--- src/rtl/clk_div_bank.sv ---
// Multi-channel 50%-duty clock divider with per-channel tick strobes, glitch-free
// runtime divisor updates at period boundaries, clean start/stop and a global phase-align strobe.
module clk_div_bank #(
  parameter int NUM_CH       = 4,
  parameter int CNT_W        = 16,
  parameter int DEFAULT_HALF = 24,
  localparam int CH_W        = (NUM_CH > 1) ? $clog2(NUM_CH) : 1
) (
  input  logic              clk,
  input  logic              rst,
  input  logic [NUM_CH-1:0] en,
  input  logic              wr_en,
  input  logic [CH_W-1:0]   wr_ch,
  input  logic [CNT_W-1:0]  wr_data,
  output logic              wr_err,
  input  logic              sync,
  output logic [NUM_CH-1:0] clk_out,
  output logic [NUM_CH-1:0] tick,
  output logic [NUM_CH-1:0] pend,
  output logic [NUM_CH-1:0] active
);

  typedef enum logic [1:0] {
    IDLE = 2'd0,
    HIGH = 2'd1,
    LOW  = 2'd2
  } state_t;

  logic wr_ok;

  assign wr_ok = wr_en && (wr_data != '0) && (32'(wr_ch) < NUM_CH);

  always_ff @(posedge clk) begin
    if (rst) begin
      wr_err <= 1'b0;
    end else begin
      wr_err <= wr_en && !wr_ok;
    end
  end

  for (genvar g = 0; g < NUM_CH; g++) begin : g_ch
    state_t           state, state_n;
    logic [CNT_W-1:0] cnt, cnt_n;
    logic [CNT_W-1:0] half_cur, half_n;
    logic [CNT_W-1:0] pending;
    logic             pend_r;
    logic             clk_r;
    logic             tick_r;
    logic             go;
    logic             wr_hit;

    assign wr_hit = wr_ok && (32'(wr_ch) == 32'(g));

    // A HIGH entry (start, LOW->HIGH, or sync) is the only place a new half-period lands.
    always_comb begin
      state_n = state;
      cnt_n   = cnt;
      half_n  = half_cur;
      go      = en[g] && (sync || (state == IDLE) || ((state == LOW) && (cnt == '0)));
      if (go) begin
        if (pend_r) begin
          half_n = pending;
        end
        state_n = HIGH;
        cnt_n   = half_n - CNT_W'(1);
      end else begin
        case (state)
          HIGH: begin
            if (cnt == '0) begin
              state_n = LOW;
              cnt_n   = half_cur - CNT_W'(1);
            end else begin
              cnt_n = cnt - CNT_W'(1);
            end
          end
          LOW: begin
            if (cnt == '0) begin
              state_n = IDLE;
            end else begin
              cnt_n = cnt - CNT_W'(1);
            end
          end
          default: ;
        endcase
      end
    end

    always_ff @(posedge clk) begin
      if (rst) begin
        state    <= IDLE;
        cnt      <= '0;
        half_cur <= CNT_W'(DEFAULT_HALF);
        pending  <= CNT_W'(DEFAULT_HALF);
        pend_r   <= 1'b0;
        clk_r    <= 1'b0;
        tick_r   <= 1'b0;
      end else begin
        state    <= state_n;
        cnt      <= cnt_n;
        half_cur <= half_n;
        clk_r    <= (state_n == HIGH);
        tick_r   <= go;
        // A write landing on a boundary edge stays pending for the following period.
        if (wr_hit) begin
          pending <= wr_data;
          pend_r  <= 1'b1;
        end else if (go) begin
          pend_r  <= 1'b0;
        end
      end
    end

    assign clk_out[g] = clk_r;
    assign tick[g]    = tick_r;
    assign pend[g]    = pend_r;
    assign active[g]  = (state != IDLE);
  end

endmodule
--- config.mk ---
export PLATFORM = sky130hd
export DESIGN_NAME = clk_div_bank
export DESIGN_NICKNAME = d
export VERILOG_FILES = /design/src/rtl/clk_div_bank.sv
export SDC_FILE = /design/constraint.sdc
export NUM_CORES = 1
export LEC_CHECK = 0
export CAP_MARGIN = 0
export CORE_MARGIN = 4
export CORE_UTILIZATION = 60
export DETAILED_ROUTE_END_ITERATION = 6
export PLACE_DENSITY = 0.9
export SETUP_SLACK_MARGIN = 0.02
export SLEW_MARGIN = 20
export SYNTH_ARGS = -nofsm -noshare
export SYNTH_HDL_FRONTEND = slang
export SYNTH_SLANG_ARGS = --single-unit
--- constraint.sdc ---
create_clock -name clk -period 7.26 [get_ports clk]
set_input_delay 1.452 -clock clk [delete_from_list [all_inputs] [get_ports clk]]
set_output_delay 1.452 -clock clk [all_outputs]
set_load 0.02 [all_outputs]
# After elaboration in Yosys (flattened, before gate mapping)
# Cells that the tools add are included.
[totals] out_inout_bits=17 register_bits=213 wordCells=157
[op_classes] muxes=48 reduce_logical=49 eq_ne=19 add_sub_neg=12
[op_table] operator="$mux 16" count=20
[op_table] operator="$sub 16x1->16 const B" count=12
[op_table] operator="$pmux 16 s2" count=4
[op_table] operator="$logic_not 16->1" count=4
[op_table] operator="$mux 2" count=12
[op_table] operator="$eq 2x1->1 const B" count=9
[op_table] operator="$pmux 2 s2" count=4
[op_table] operator="$reduce_bool 16->1" count=1
[op_table] operator="$reduce_bool 2->1" count=8
[op_table] operator="$logic_and 1x1->1" count=14
[op_table] operator="$eq 2x2->1 const B" count=6
[op_table] operator="$ne 3x3->1 const B" count=4
[op_table] operator="$reduce_bool 3->1" count=4
[op_table] operator="$logic_not 2->1" count=5
[op_table] operator="$logic_or 1x1->1" count=8
[op_table] operator="$mux 1" count=8
[op_table] operator="$reduce_and 2->1" count=4
[op_table] operator="$logic_not 1->1" count=1

# Logic depth before layout (Yosys ltp)
[depth] word_depth=7 depth_mapped=12 ltp_nobuf=9

# Least setup slack after synthesis
# No wires, ideal clock.
[synth_path] path_kind="reg2reg" startpoint="register g_ch[3].pend_r" endpoint="register g_ch[3].cnt[14]" arrival_time_ns=3.667 stages_incl_launch_ff=13 setup_ns=0.065 slack_ns=3.528 path_cell_list="dfxtp_1 clkbuf_1 buf_1 clkbuf_1 clkbuf_1 mux2i_1 ha_1 or4b_2 a21o_1 nor4_1 xor2_1 a221o_1 nor2_1"
[synth_between] elab_chain_cells=4
[synth_lines] item="start, declared" line="46" rtl="logic pend_r;"
[synth_lines] item="start signal, assigned" line="94" rtl="pend_r <= 1'b0;"
[synth_lines] item="start signal, assigned" line="106" rtl="pend_r <= 1'b1;"
[synth_lines] item="start signal, assigned" line="108" rtl="pend_r <= 1'b0;"
[synth_lines] item="$mux 16" line="61" rtl="if (pend_r) begin"
[synth_lines] item="$mux 16" line="60" rtl="if (go) begin"
[synth_lines] item="$sub 16x1->16" line="65" rtl="cnt_n = half_n - CNT_W'(1);"
[synth_lines] item="$mux 16" line="60"
[synth_lines] item="end signal, assigned" line="99" rtl="cnt <= cnt_n;"
[synth_lines] item="end, declared" line="43" rtl="logic [CNT_W-1:0] cnt, cnt_n;"
# Every way passes these cells. The select of a mux whose other input is x is not followed.
# A chain may end at the register's enable or synchronous reset.

# Final worst setup path
[layout_path] startpoint="input sync" endpoint="register g_ch[2].half_cur[13]"
[layout_between] elab_chain_cells=3
[layout_lines] item="start, declared" line="16" rtl="input logic sync,"
[layout_lines] item="$logic_or 1x1->1 (2 in a row)" line="59" rtl="go = en[g] && (sync || (state == IDLE) || ((state == LOW) && (cnt == '0)));"
[layout_lines] item="$logic_and 1x1->1" line="59"
[layout_lines] item="end signal, assigned" line="92" rtl="half_cur <= CNT_W'(DEFAULT_HALF);"
[layout_lines] item="end signal, assigned" line="100" rtl="half_cur <= half_n;"
[layout_lines] item="end, declared" line="44" rtl="logic [CNT_W-1:0] half_cur, half_n;"
# Every way passes these cells.

==> results by group <==
Final layout
  – Area of the multi-input gates: about 8800 um2
  – Final #Nets: approximately 1.8k
  – Antenna Cells: 0
  – Fillers: 1800
  – Non-filler cells, final: 2021
  – Seq. cell area: 4260 um2
  – Finished layout cell area: 14900 um2
  – Area growth syn-to-layout: 8.70%
  – Share of cells above drive strength 1: just under 6%

Floorplanning
  – Io pins: 43
  – Die area: between 20000 and 30000 um2
  – CORE AREA: 22600 um2
  – Die X: between 150 and 200 um
  – Row count: 55
  – Initial Utilization: 60.9%
  – Vert. Die Dim: 159 um

Yosys
  – Async S/R FF share, synth: 0%
  – Synth Flop Type: dfxtp_1
  – Mapped Cells: 1767
  – Post-synthesis xor/xnor area fraction: 8.22%
  – Main combinational cell family by area after synthesis: simple AND/OR/NAND/NOR gates
  – Mapped Area: between 10000 and 15000 um2
  – Synth Area per Inst: 7.78 um2
  – Synthesis Warnings: 0
  – Synth area leaders: dfxtp_1 31%, mux2i_1 8.8%, nand2_1 5.9%
  – Most frequent cell after synthesis: nand2_1
  – Synth Net Count: 1821
  – Post-Synth Adder-Cell Area: between 2 and 3%
  – Post-synth EDFFs: 0
  – Cell variety after synth: 78
  – Flops & latches, synth: ~210
  – Area leader, netlist: dfxtp_1
  – Register area share after synthesis: approximately 31%
  – Post-synthesis mux area share: under 10%
  – Synth Area in Compound Gates: 17.7%
  – Synth top area share: 31.0%
  – Synth top cells by count: 217 x nand2_1, 213 x dfxtp_1, 190 x nor2_1, 127 x a21oi_1, 121 x mux2i_1
  – Simple-gate share of the synthesized area: around a quarter

STA
  – Worst Tran Pin Value: 1.09 ns
  – Clk_skew: 0.0169 ns
  – RSZ-0062 raised after global routing: no
  – Total Neg Setup Slack: 0 ns
  – Endpoints failing hold: 0
  – Minimum clock period: ~3.5 ns
  – Final setup margin: 3.74 ns
  – Hold slack: 0.479 ns
  – Final setup viols: 0
  – Rel. slew slack: 26.6%
  – Max-slew violation count: 0
  – Final worst path period share: between 40% and 50%
  – Fmax: 0.284 GHz

Setup path
  – CP Launch Type: input pin
  – WP data required: approximately 7.7 ns
  – Critical path arrival: 3.97 ns
  – Critical path class: input pin to register
  – Crit path max fanout: 23
  – Setup crit end kind: register

Placement
  – I/O Buffers: 42
  – RePlAce Congestion: 0.941
  – Post-DP Area: about 14000 um2
  – DP Cell Count: 1978
  – Place WS: 3.11 ns
  – DP Wirelength: 26.0 mm

Global route
  – Largest net degree at the start of global routing: 88
  – Initial antenna violation count: 0
  – Vias in the first global route: 12.3k
  – First-pass GRT wire length: 61.5 mm
  – Gr usage total: 28.0%
  – Total congestion overflow: 0

Run status
  – Status: complete, no violations

Detailed routing
  – DRC violation count after routing: 0
  – Antenna Nets Post-Route: 0
  – Total Wirelength: 37.8 mm
  – WL per Instance: 18.7 um
  – Vias per inst: 6.61
  – DRT iter0 DRCs: 1584
  – Vias: 13.4k
  – First-pass DRT Iterations: 6

Clocking
  – Post-CTS Setup Repair Bufs: 0
  – Htree depth: 1
  – Max Buffers Root-to-Sink: 3
  – Post-CTS Hold Fix Bufs: 0
  – Clock transition at path regs: 0.06 ns
  – Clock sinks: 213
  – Root Driver: clkbuf_16
  – Clk_lat worst skew: 0.54 ns
  – TritonCTS clock tree: built
  – # resized after CTS: 0
  – Total CTS buffers: 24

Power and ir drop
  – Pleak: around 5.6 nW
  – Max IR drop VDD: 0.186 mV
  – Pwr/cell area: roughly 230 nW/um2

Worst hold path
  – HP Class: register to register

Job
  – MaxCap Viol Count: 0
==> power by group <==
part,switching (mW),internal [mW]
registers,0.0884,1.23
clock network,0.511,0.805
logic,0.458,0.287
==> metal layers <==
layer / track usage, % / routed length, um / vias up / share of wire, %
met3: 3.52 / 3430 / 120 / 9.1
met4: 9.74 / 1180 / 0 / 3.1
met1: 38.0 / 15600 / 6262 / 41
li1: - / - / 6270 / -
met2: 46.2 / 17500 / 710 / 46
met5: 0 / 0 / - / 0
==> kinds of logic (layout without fill, tap and decap cells) <==
family          count (synthesis)  after routing
compound gates                374            374
xor+xnor                      129            129
fa+ha+maj                      28             28
buf+inv                       175            144
flops                         213            213
mux                           127            127
simple gates                  721            721
==> final cells by class <==
cell class | count | share of cell area (%)
Tap cell | 285 | 2.39
Multi-Input combinational cell | 1379 | 58.6
Clock inverter | 12 | 1.41
Clock buffer | 28 | 4.25
Timing Repair Buffer | 57 | 3.62
Inverter | 47 | 1.18
Sequential cell | 213 | 28.5
==> flip-flops by register name (all words and copies together), names as in the netlist <==
name           cells
g_ch.clk_r         4
g_ch.cnt          64
g_ch.half_cur     64
g_ch.pend_r        4
g_ch.pending      64
g_ch.state         8
g_ch.tick_r        4
wr_err             1
==> cell usage in the layout, fill, tap and decap left out, types with 30 or more instances in the layout <==
cell type	n
nand2_1	217
dfxtp_1	213
nor2_1	190
a21oi_1	127
mux2i_1	121
xnor2_1	75
nor3_1	72
xor2_1	54
o21ai_0	51
inv_1	47
clkdlybuf4s50_1	41
nor4_1	40
nand3_1	40
a211oi_1	30
==> worst paths after layout <==
check | from | end | slack (ns) | cells after the start
max | sync | g_ch[2].half_cur[13] | 3.74 | 7
min | g_ch[0].pending[14] | g_ch[0].half_cur[14] | 0.48 | 2
max reg2reg | g_ch[1].pend_r | g_ch[1].cnt[14] | 3.91 | 9
min reg2reg | g_ch[0].pending[14] | g_ch[0].half_cur[14] | 0.48 | 2
==> critical path: stages <==
cell and delay, ns:
clkdlybuf4s50_1 0.79, o21ai_0 0.31, o21ai_1 0.15, buf_4 0.30, and2_0 0.65, nand2_1 0.15, a21oi_1 0.14
==> per-stage QoR <==
stage	util, %	power [mW]
2_1_floorplan	-	1.88
3_3_place_gp	62.3	2.04
3_5_place_dp	62.3	2.06
4_1_cts	66.1	3.37
5_1_grt	66.2	3.52
6_report	66.2	3.38
(Power assumes the default switching activity.)
